--- src/rtl/btn_debounce.sv ---
// btn_debounce: synchronises a raw push-button, debounces it with a 4-state FSM and emits level/press/release.
// Long-press output hold_o is built only when BTN_DEBOUNCE_HOLD_EN is defined; otherwise it is tied low.
module btn_debounce #(
    parameter int DEBOUNCE_CYCLES = 1_000_000,
    parameter int SYNC_STAGES     = 2,
    parameter int ACTIVE_LOW      = 1,
    parameter int HOLD_CYCLES     = 50_000_000
) (
    input  logic clk_i,
    input  logic rst_n,
    input  logic btn_i,
    output logic level_o,
    output logic press_o,
    output logic release_o,
    output logic hold_o
);

    localparam int              CW       = $clog2(DEBOUNCE_CYCLES + 1);
    localparam logic [CW-1:0]   CNT_ZERO = {CW{1'b0}};
    localparam logic [CW-1:0]   CNT_ONE  = CW'(1);
    localparam logic [CW-1:0]   CNT_LAST = CW'(DEBOUNCE_CYCLES - 1);
    localparam logic            REL_LVL  = (ACTIVE_LOW != 0) ? 1'b1 : 1'b0;

    typedef enum logic [1:0] {
        ST_IDLE       = 2'd0,
        ST_PRESS_WAIT = 2'd1,
        ST_PRESSED    = 2'd2,
        ST_REL_WAIT   = 2'd3
    } state_t;

    logic [SYNC_STAGES-1:0] r_sync;
    state_t                 r_state;
    logic [CW-1:0]          r_cnt;
    logic                   r_level;
    logic                   r_press;
    logic                   r_release;
    logic                   w_s;
    logic                   w_cnt_last;
    logic                   w_rel_accept;

    // Synchroniser chain, preset to the released pin level so reset never looks like a press
    always_ff @(posedge clk_i or negedge rst_n) begin
        if (!rst_n) begin
            r_sync <= {SYNC_STAGES{REL_LVL}};
        end else begin
            r_sync <= {r_sync[SYNC_STAGES-2:0], btn_i};
        end
    end

    assign w_s          = r_sync[SYNC_STAGES-1] ^ REL_LVL;
    assign w_cnt_last   = (r_cnt == CNT_LAST);
    assign w_rel_accept = (r_state == ST_REL_WAIT) && !w_s && w_cnt_last;

    // Debounce FSM with stability counter and registered level/pulse outputs
    always_ff @(posedge clk_i or negedge rst_n) begin
        if (!rst_n) begin
            r_state   <= ST_IDLE;
            r_cnt     <= CNT_ZERO;
            r_level   <= 1'b0;
            r_press   <= 1'b0;
            r_release <= 1'b0;
        end else begin
            r_press   <= 1'b0;
            r_release <= 1'b0;
            case (r_state)
                ST_IDLE: begin
                    if (w_s) begin
                        r_state <= ST_PRESS_WAIT;
                        r_cnt   <= CNT_ONE;
                    end else begin
                        r_cnt   <= CNT_ZERO;
                    end
                end
                ST_PRESS_WAIT: begin
                    if (!w_s) begin
                        r_state <= ST_IDLE;
                        r_cnt   <= CNT_ZERO;
                    end else if (w_cnt_last) begin
                        r_state <= ST_PRESSED;
                        r_cnt   <= CNT_ZERO;
                        r_level <= 1'b1;
                        r_press <= 1'b1;
                    end else begin
                        r_cnt   <= r_cnt + CNT_ONE;
                    end
                end
                ST_PRESSED: begin
                    if (!w_s) begin
                        r_state <= ST_REL_WAIT;
                        r_cnt   <= CNT_ONE;
                    end else begin
                        r_cnt   <= CNT_ZERO;
                    end
                end
                ST_REL_WAIT: begin
                    if (w_s) begin
                        r_state <= ST_PRESSED;
                        r_cnt   <= CNT_ZERO;
                    end else if (w_cnt_last) begin
                        r_state   <= ST_IDLE;
                        r_cnt     <= CNT_ZERO;
                        r_level   <= 1'b0;
                        r_release <= 1'b1;
                    end else begin
                        r_cnt     <= r_cnt + CNT_ONE;
                    end
                end
                default: begin
                    r_state <= ST_IDLE;
                    r_cnt   <= CNT_ZERO;
                    r_level <= 1'b0;
                end
            endcase
        end
    end

    assign level_o   = r_level;
    assign press_o   = r_press;
    assign release_o = r_release;

`ifdef BTN_DEBOUNCE_HOLD_EN
    localparam int            HW       = $clog2(HOLD_CYCLES + 1);
    localparam logic [HW-1:0] HOLD_MAX = HW'(HOLD_CYCLES);
    localparam logic [HW-1:0] HOLD_ONE = HW'(1);

    logic [HW-1:0] r_hold_cnt;
    logic          r_hold;

    // Long-press timer: runs through PRESSED and REL_WAIT, restarts for each new press, drops with release
    always_ff @(posedge clk_i or negedge rst_n) begin
        if (!rst_n) begin
            r_hold_cnt <= {HW{1'b0}};
            r_hold     <= 1'b0;
        end else if ((r_state == ST_IDLE) || (r_state == ST_PRESS_WAIT) || w_rel_accept) begin
            r_hold_cnt <= {HW{1'b0}};
            r_hold     <= 1'b0;
        end else if (r_hold_cnt != HOLD_MAX) begin
            r_hold_cnt <= r_hold_cnt + HOLD_ONE;
            r_hold     <= ((r_hold_cnt + HOLD_ONE) == HOLD_MAX);
        end else begin
            r_hold_cnt <= r_hold_cnt;
            r_hold     <= 1'b1;
        end
    end

    assign hold_o = r_hold;
`else
    // HOLD_CYCLES is referenced so the default build carries no dangling parameter
    localparam logic HOLD_CFG_OK = (HOLD_CYCLES > 0);
    assign hold_o = HOLD_CFG_OK & 1'b0;
`endif

endmodule

--- config.mk ---
export PLATFORM = sky130hd
export DESIGN_NAME = btn_debounce
export DESIGN_NICKNAME = d
export VERILOG_FILES = /design/src/rtl/btn_debounce.sv
export SDC_FILE = /design/constraint.sdc
export NUM_CORES = 1
export LEC_CHECK = 0
export CORE_UTILIZATION = 52
export CTS_CLUSTER_SIZE = 40
export DETAILED_ROUTE_END_ITERATION = 6
export PLACE_DENSITY = 0.83
export SKIP_CTS_REPAIR_TIMING = 1
export SYNTH_ARGS = -nofsm -noshare
export SYNTH_HDL_FRONTEND = slang
export SYNTH_SLANG_ARGS = --single-unit
export TNS_END_PERCENT = 20
--- constraint.sdc ---
create_clock -name clk_i -period 1.9 [get_ports clk_i]
set_input_delay 0.57 -clock clk_i [delete_from_list [all_inputs] [get_ports clk_i]]
set_output_delay 0.57 -clock clk_i [all_outputs]
set_load 0.02 [all_outputs]
==> results.md, run 1 <==
* Result of the run: complete, no violations
* Reg2reg path depth at 5
* CP Launch Type: register
* Initial Utilization at 57.7%
* Non-Filler Instances at 176
* Final setup TNS at 0 ns
* Final-report setup violation count at 0
* Seq cells post-synth at 27
* First-pass GRT wire length at 4250 um
* Leading post-synthesis cells by cell area: dfrtp_1, xnor2_1, nor2_1
* Final Max Slew Viols at 0
* CP endpoint kind: register
* Met2 WL at 1300 um
* # rows at 17
* Routed via count at 1017
* Fin area at 1570 um2
* Fmax at 0.526 GHz
* Final hold violation count at 0
* Chip height at 52.5 um
* 1st-iter DRT viols at 42
* RR Startpoint: r_cnt[11]$_DFF_PN0_
* Worst IR Drop VDD at 0.000613 V
* Number of H-tree levels at 1
* Core footprint at 2300 um2
* CTS tree: built
* EDFF count, synth at 0
* Post-synth top area cell: dfrtp_1
* YS warnings at 0
* Width of the die at 52.5 um
* Total congestion overflow at 0
* Worst hold endpoint: r_sync[1]$_DFF_PN1_
* Worst Path Required at 2.11 ns
* Clock tree buffer depth at 2
* CTS sink cnt at 27
* Worst Min Path Start: r_sync[0]$_DFF_PN1_
* WL met3 at 173 um
* Vias in the first global route at 964
* Met1 WL at 1100 um
* Fin crit share at 100%
* Min-Delay Path Depth at 0
* Total wire length at 2630 um
* Pin count of the biggest net entering global routing at 28
* Router iterations before antenna repair at 4
* Number of port buffers at 5
* Mapped cell area at 1330 um2
* Crit path DAT at 2.11 ns
* Commonest non-fill, non-tap cell in the layout: dfrtp_1
* Worst R2R Setup Slack at 0.0003 ns
* RSZ-0062 raised after global routing: true
* Gr usage total at 21.6%
* DR top layer: met4
* Clk_skew at 0.00893 ns
* Post-DP Area at 1520 um2
* Total CTS buffers at 3
* Initial antenna violation count at 0
* Netlist cell types at 41
* Avg Inst Size Synth at 10.7 um2
* Cells after synthesis at 124
* Most frequent cells in the layout: dfrtp_1, buf_4, nor2_1
* Main synth FF type: dfrtp_1
* GP Congestion at 0.898
* Final Critical Period at 1.90 ns
* Wire per inst at 14.9 um
* IO Count at 7
* Residual DRC count at 0
* Root Buffer: clkbuf_4
* Hold Crit Class: reg -> reg
* Vias per cell at 5.78
* Top cell type's share of synthesized area at 47.2%
* Max-cap violations at 0
* Area growth from synthesis to layout at 18.4%
* Layout cells sized above 1 at 25.7%
* Worst-Skew Late Latency at 0.33 ns
* Worst flop-to-flop path endpoint: r_cnt[18]$_DFF_PN0_
* Hold Worst Slack at 0.370 ns
* Leakage at 0.698 nW
* Final ANT Viol Nets at 0
* Crit Path Class: reg -> reg
* DP HPWL at 1820 um
* Mapped Nets at 128
* Post-synth ARST share at 100%
* Fillers at 169
* Worst-path fanout max at 19
* Die ar. at 2760 um2
* Power per Cell Area at 566 nW/um2
* Antenna cells at 0
* Seq/Total Area, Yosys at 51.1%
* Nets at 153
* Dpl cells at 170
* Clock-pin slew on the worst setup and hold paths at 0.15 ns
per-stage QoR:
step / utilization, % / setup WS, ns / total power (W)
3_3_place_gp: 66.0 / 0.0724 / 0.000643
4_1_cts: 67.2 / -0.0322 / 0.000892
6_report: 68.4 / 0.000341 / 0.000888
2_1_floorplan: - / 0.0141 / 0.000621
3_5_place_dp: 66.0 / -0.0131 / 0.000645
5_1_grt: 68.4 / -0.0508 / 0.000916
layout make-up:
cell class	instances	area, um2	area share, %
Tap cell	28	35.0	2.23
Timing Repair Buffer	25	215	13.7
Clock inverter	1	5.00	0.319
Multi-Input combinational cell	89	603	38.4
Sequential cell	27	678	43.2
Clock buffer	3	22.5	1.43
Inverter	3	11.3	0.717
power by group:
group	switching, W	total (W)	leakage, nW	internal [W]
Clock	0.000175	0.000254	0.0177	0.0000790
Sequential	0.00000533	0.000588	0.366	0.000583
Combinational	0.0000280	0.0000460	0.314	0.0000180
Total	0.000209	0.000888	0.698	0.000680
layer usage:
metal | global-route usage (%) | vias to the layer above
li1 | - | 487
met1 | 27.3 | 482
met2 | 36.5 | 40
met3 | 2.61 | 8
met4 | 10.5 | 0
met5 | 0 | -
flip-flops by register name, indices dropped and copies added (netlist names), named ones only:
| name | flops |
|---|---|
| r_cnt | 20 |
| r_sync | 2 |
| level_o | 1 |
| press_o | 1 |
| r_state | 1 |
| release_o | 1 |
critical path, cell delays in order (launching register included):
cell and delay (ns):
dfrtp_1 0.41, or4b_4 0.55, nor4_4 0.40, a211o_2 0.22
buf_12 0.15, a21oi_1 0.06
kinds of logic (layout without fill, tap and decap cells):
family	count (synthesis)	count (layout)	share of synthesized area (%)
mux	1	1	0.755
simple gates	58	58	26.2
compound gates	13	13	6.70
other cells	1	1	0.283
buf+inv	8	32	4.06
fa+ha+maj	1	1	0.943
xor+xnor	15	15	9.91
flops	27	27	51.1
cells in the mapped netlist (2+ instances only):
cell	n
or3_2	2
a21oi_1	4
and3_1	3
dfrtp_1	25
xnor2_1	8
nor2_1	18
or4_4	2
dfstp_2	2
inv_1	3
nor3_1	2
and4_1	4
xor2_1	7
nand3_1	8
nand2_1	5
nand4_1	4
o21ai_0	2
worst max path at each step:
stage | to | slack [ns] | cells past startpoint | from
finish | r_cnt[18]$_DFF_PN0_ | 0.0003 | 5 | r_cnt[11]$_DFF_PN0_
global route | r_cnt[18]$_DFF_PN0_ | -0.05 | 5 | r_cnt[11]$_DFF_PN0_
CTS | level_o$_DFFE_PN0P_ | -0.03 | 4 | r_cnt[11]$_DFF_PN0_
detailed placement | level_o$_DFFE_PN0P_ | -0.01 | 4 | r_cnt[11]$_DFF_PN0_
global placement | level_o$_DFFE_PN0P_ | 0.07 | 4 | r_cnt[11]$_DFF_PN0_
floorplan | r_cnt[11]$_DFF_PN0_ | 0.01 | 8 | r_cnt[0]$_DFF_PN0_
No activity file was read; power rests on OpenSTA's default activity.
==> run 2, diff against run 1 <==
--- a/config.mk
+++ b/config.mk
@@ -5,10 +5,13 @@
 export SDC_FILE = /design/constraint.sdc
 export NUM_CORES = 1
 export LEC_CHECK = 0
-export CORE_UTILIZATION = 52
+export CORE_ASPECT_RATIO = 0.7
+export CORE_UTILIZATION = 55
+export CTS_BUF_LIST = sky130_fd_sc_hd__clkbuf_4 sky130_fd_sc_hd__clkbuf_8
+export CTS_CLUSTER_DIAMETER = 200
 export CTS_CLUSTER_SIZE = 40
 export DETAILED_ROUTE_END_ITERATION = 6
-export PLACE_DENSITY = 0.83
+export PLACE_DENSITY = 0.87
 export SKIP_CTS_REPAIR_TIMING = 1
 export SYNTH_ARGS = -nofsm -noshare
 export SYNTH_HDL_FRONTEND = slang
==> run 2 against run 1 <==
First-iteration DRC count down 74%. Sequential share of layout area grew 0.84 points. Worst hold slack got worse by 0.0037 ns. Register-to-register slack better by 0.04 ns. Die area is 5.1% lower. Sequential power barely moved. Non-clock buffer count decreased by 5. Critical endpoint unchanged.
==> results.md, run 2 (synthesis results as in run 1) <==
* Result of the run: complete, no violations
* Pin count of the biggest net entering global routing at 28
* Dpl cells at 170
* Flip-flop count of the largest register after layout at 20
* Worst-Skew Late Latency at 0.33 ns
* CTS tree: built
* Max-cap violations at 0
* Hold Crit Class: reg -> reg
* Slowest CP cell: or4b_4
* First-pass GRT wire length at 4250 um
* Nets at 148
* Leakage at 0.677 nW
* Die ar. at 2610 um2
* Most frequent cells in the layout: dfrtp_1, nor2_1, buf_4
* Fmax at 0.537 GHz
* Worst hold endpoint: r_sync[1]$_DFF_PN1_
* Worst IR Drop VDD at 0.000504 V
* CP endpoint kind: register
* Worst R2R Setup Slack at 0.04 ns
* 1st-iter DRT viols at 11
* CTS sink cnt at 27
* Clock-pin slew on the worst setup and hold paths at 0.15 ns
* Worst Path Required at 2.12 ns
* Min-Delay Path Depth at 0
* Initial Utilization at 60.1%
* DR top layer: met3
* IO Count at 7
* Number of H-tree levels at 1
* Internal Power at 0.000679 W
* Root Buffer: clkbuf_4
* Top delay family on crit path: simple AND/OR/NAND/NOR gates
* Crit-path cells: or4b_4 -> nor4_4 -> a211o_2 -> buf_12 -> a21oi_1
* Clk_skew at 0.0146 ns
* Core footprint at 2210 um2
* Initial antenna violation count at 0
* WL met3 at 85 um
* Worst Path Buf+Inv at 1
* Worst flop-to-flop path endpoint: r_cnt[18]$_DFF_PN0_
* Most flop-heavy register: r_cnt
* CP Launch Type: register
* Final ANT Viol Nets at 0
* Final setup TNS at 0 ns
* RR Startpoint: r_cnt[7]$_DFF_PN0_
* Routed via count at 981
* Combinational fraction of design power at 5.0%
* Total CTS buffers at 3
* Gr usage total at 22.4%
* Clock tree buffer depth at 2
* Final hold violation count at 0
* GP Congestion at 0.903
* Non-Filler Instances at 175
* CP peak stage delay at 0.53 ns
* Final Critical Period at 1.86 ns
* Crit path DAT at 2.09 ns
* Power per Cell Area at 573 nW/um2
* Area growth from synthesis to layout at 16.1%
* Layout cells sized above 1 at 23.8%
* RSZ-0062 raised after global routing: false
* # rows at 14
* Commonest non-fill, non-tap cell in the layout: dfrtp_1
* Residual DRC count at 0
* Crit path from: r_cnt[7]$_DFF_PN0_
* Antenna cells at 0
* Width of the die at 60.7 um
* Worst-path fanout max at 19
* Wire per inst at 14.6 um
* Sw Share at 23.1%
* Crit Path Class: reg -> reg
* Met1 WL at 1260 um
* DP HPWL at 1900 um
* Reg2reg path depth at 5
* Sequential share of power at 66.7%
* Vias in the first global route at 971
* Total congestion overflow at 0
* Fin crit share at 98.1%
* Met2 WL at 1220 um
* P_sw at 0.000204 W
* Vias per cell at 5.61
* Total wire length at 2560 um
* Final Core Density at 69.8%
* Final-report setup violation count at 0
* Chip height at 43.1 um
* Hold Worst Slack at 0.366 ns
* Worst Min Path Start: r_sync[0]$_DFF_PN1_
* Number of port buffers at 5
* Final Max Slew Viols at 0
* Clock group share of total power at 28.2%
* Biggest regs: r_cnt: 20 flops, r_sync: 2 flops
* Router iterations before antenna repair at 4
run 2: final cells by class:
class	instances	area, um2
Clock buffer	3	22.5
Clock inverter	1	5.00
Fill cell	175	667
Inverter	3	11.3
Multi-Input combinational cell	89	606
Sequential cell	27	678
Tap cell	32	40.0
Timing Repair Buffer	20	178
run 2: through the flow:
| step | setup slack [ns] | total power [W] | instance area (um2) |
|---|---|---|---|
| 2_1_floorplan | 0.0141 | 0.000621 | 1330 |
| 3_3_place_gp | 0.0896 | 0.000640 | 1490 |
| 3_5_place_dp | 0.0261 | 0.000642 | 1490 |
| 4_1_cts | -0.00722 | 0.000884 | 1520 |
| 5_1_grt | 0.00484 | 0.000907 | 1540 |
| 6_report | 0.0369 | 0.000882 | 1540 |
run 2: power groups by stage:
stage | Combinational, W | Sequential, W | Clock [W]
final | 0.0000442 | 0.000589 | 0.000249
after global routing | 0.0000493 | 0.000590 | 0.000267
after CTS | 0.0000427 | 0.000589 | 0.000252
after detailed placement | 0.0000426 | 0.000599 | 0
after global placement | 0.0000407 | 0.000599 | 0
after floorplan | 0.0000231 | 0.000598 | 0
run 2: worst max path at each step:
stage	end	depth (start not counted)
finish	r_cnt[18]$_DFF_PN0_	5
global placement	level_o$_DFFE_PN0P_	4
CTS	level_o$_DFFE_PN0P_	4
floorplan	r_cnt[11]$_DFF_PN0_	8
detailed placement	r_cnt[18]$_DFF_PN0_	6
global route	r_cnt[18]$_DFF_PN0_	5
run 2: metal layers:
layer	global-route usage, %	vias up
met5	0	-
met4	3.64	0
met3	5.49	0
met2	36.0	16
met1	31.2	489
li1	-	476
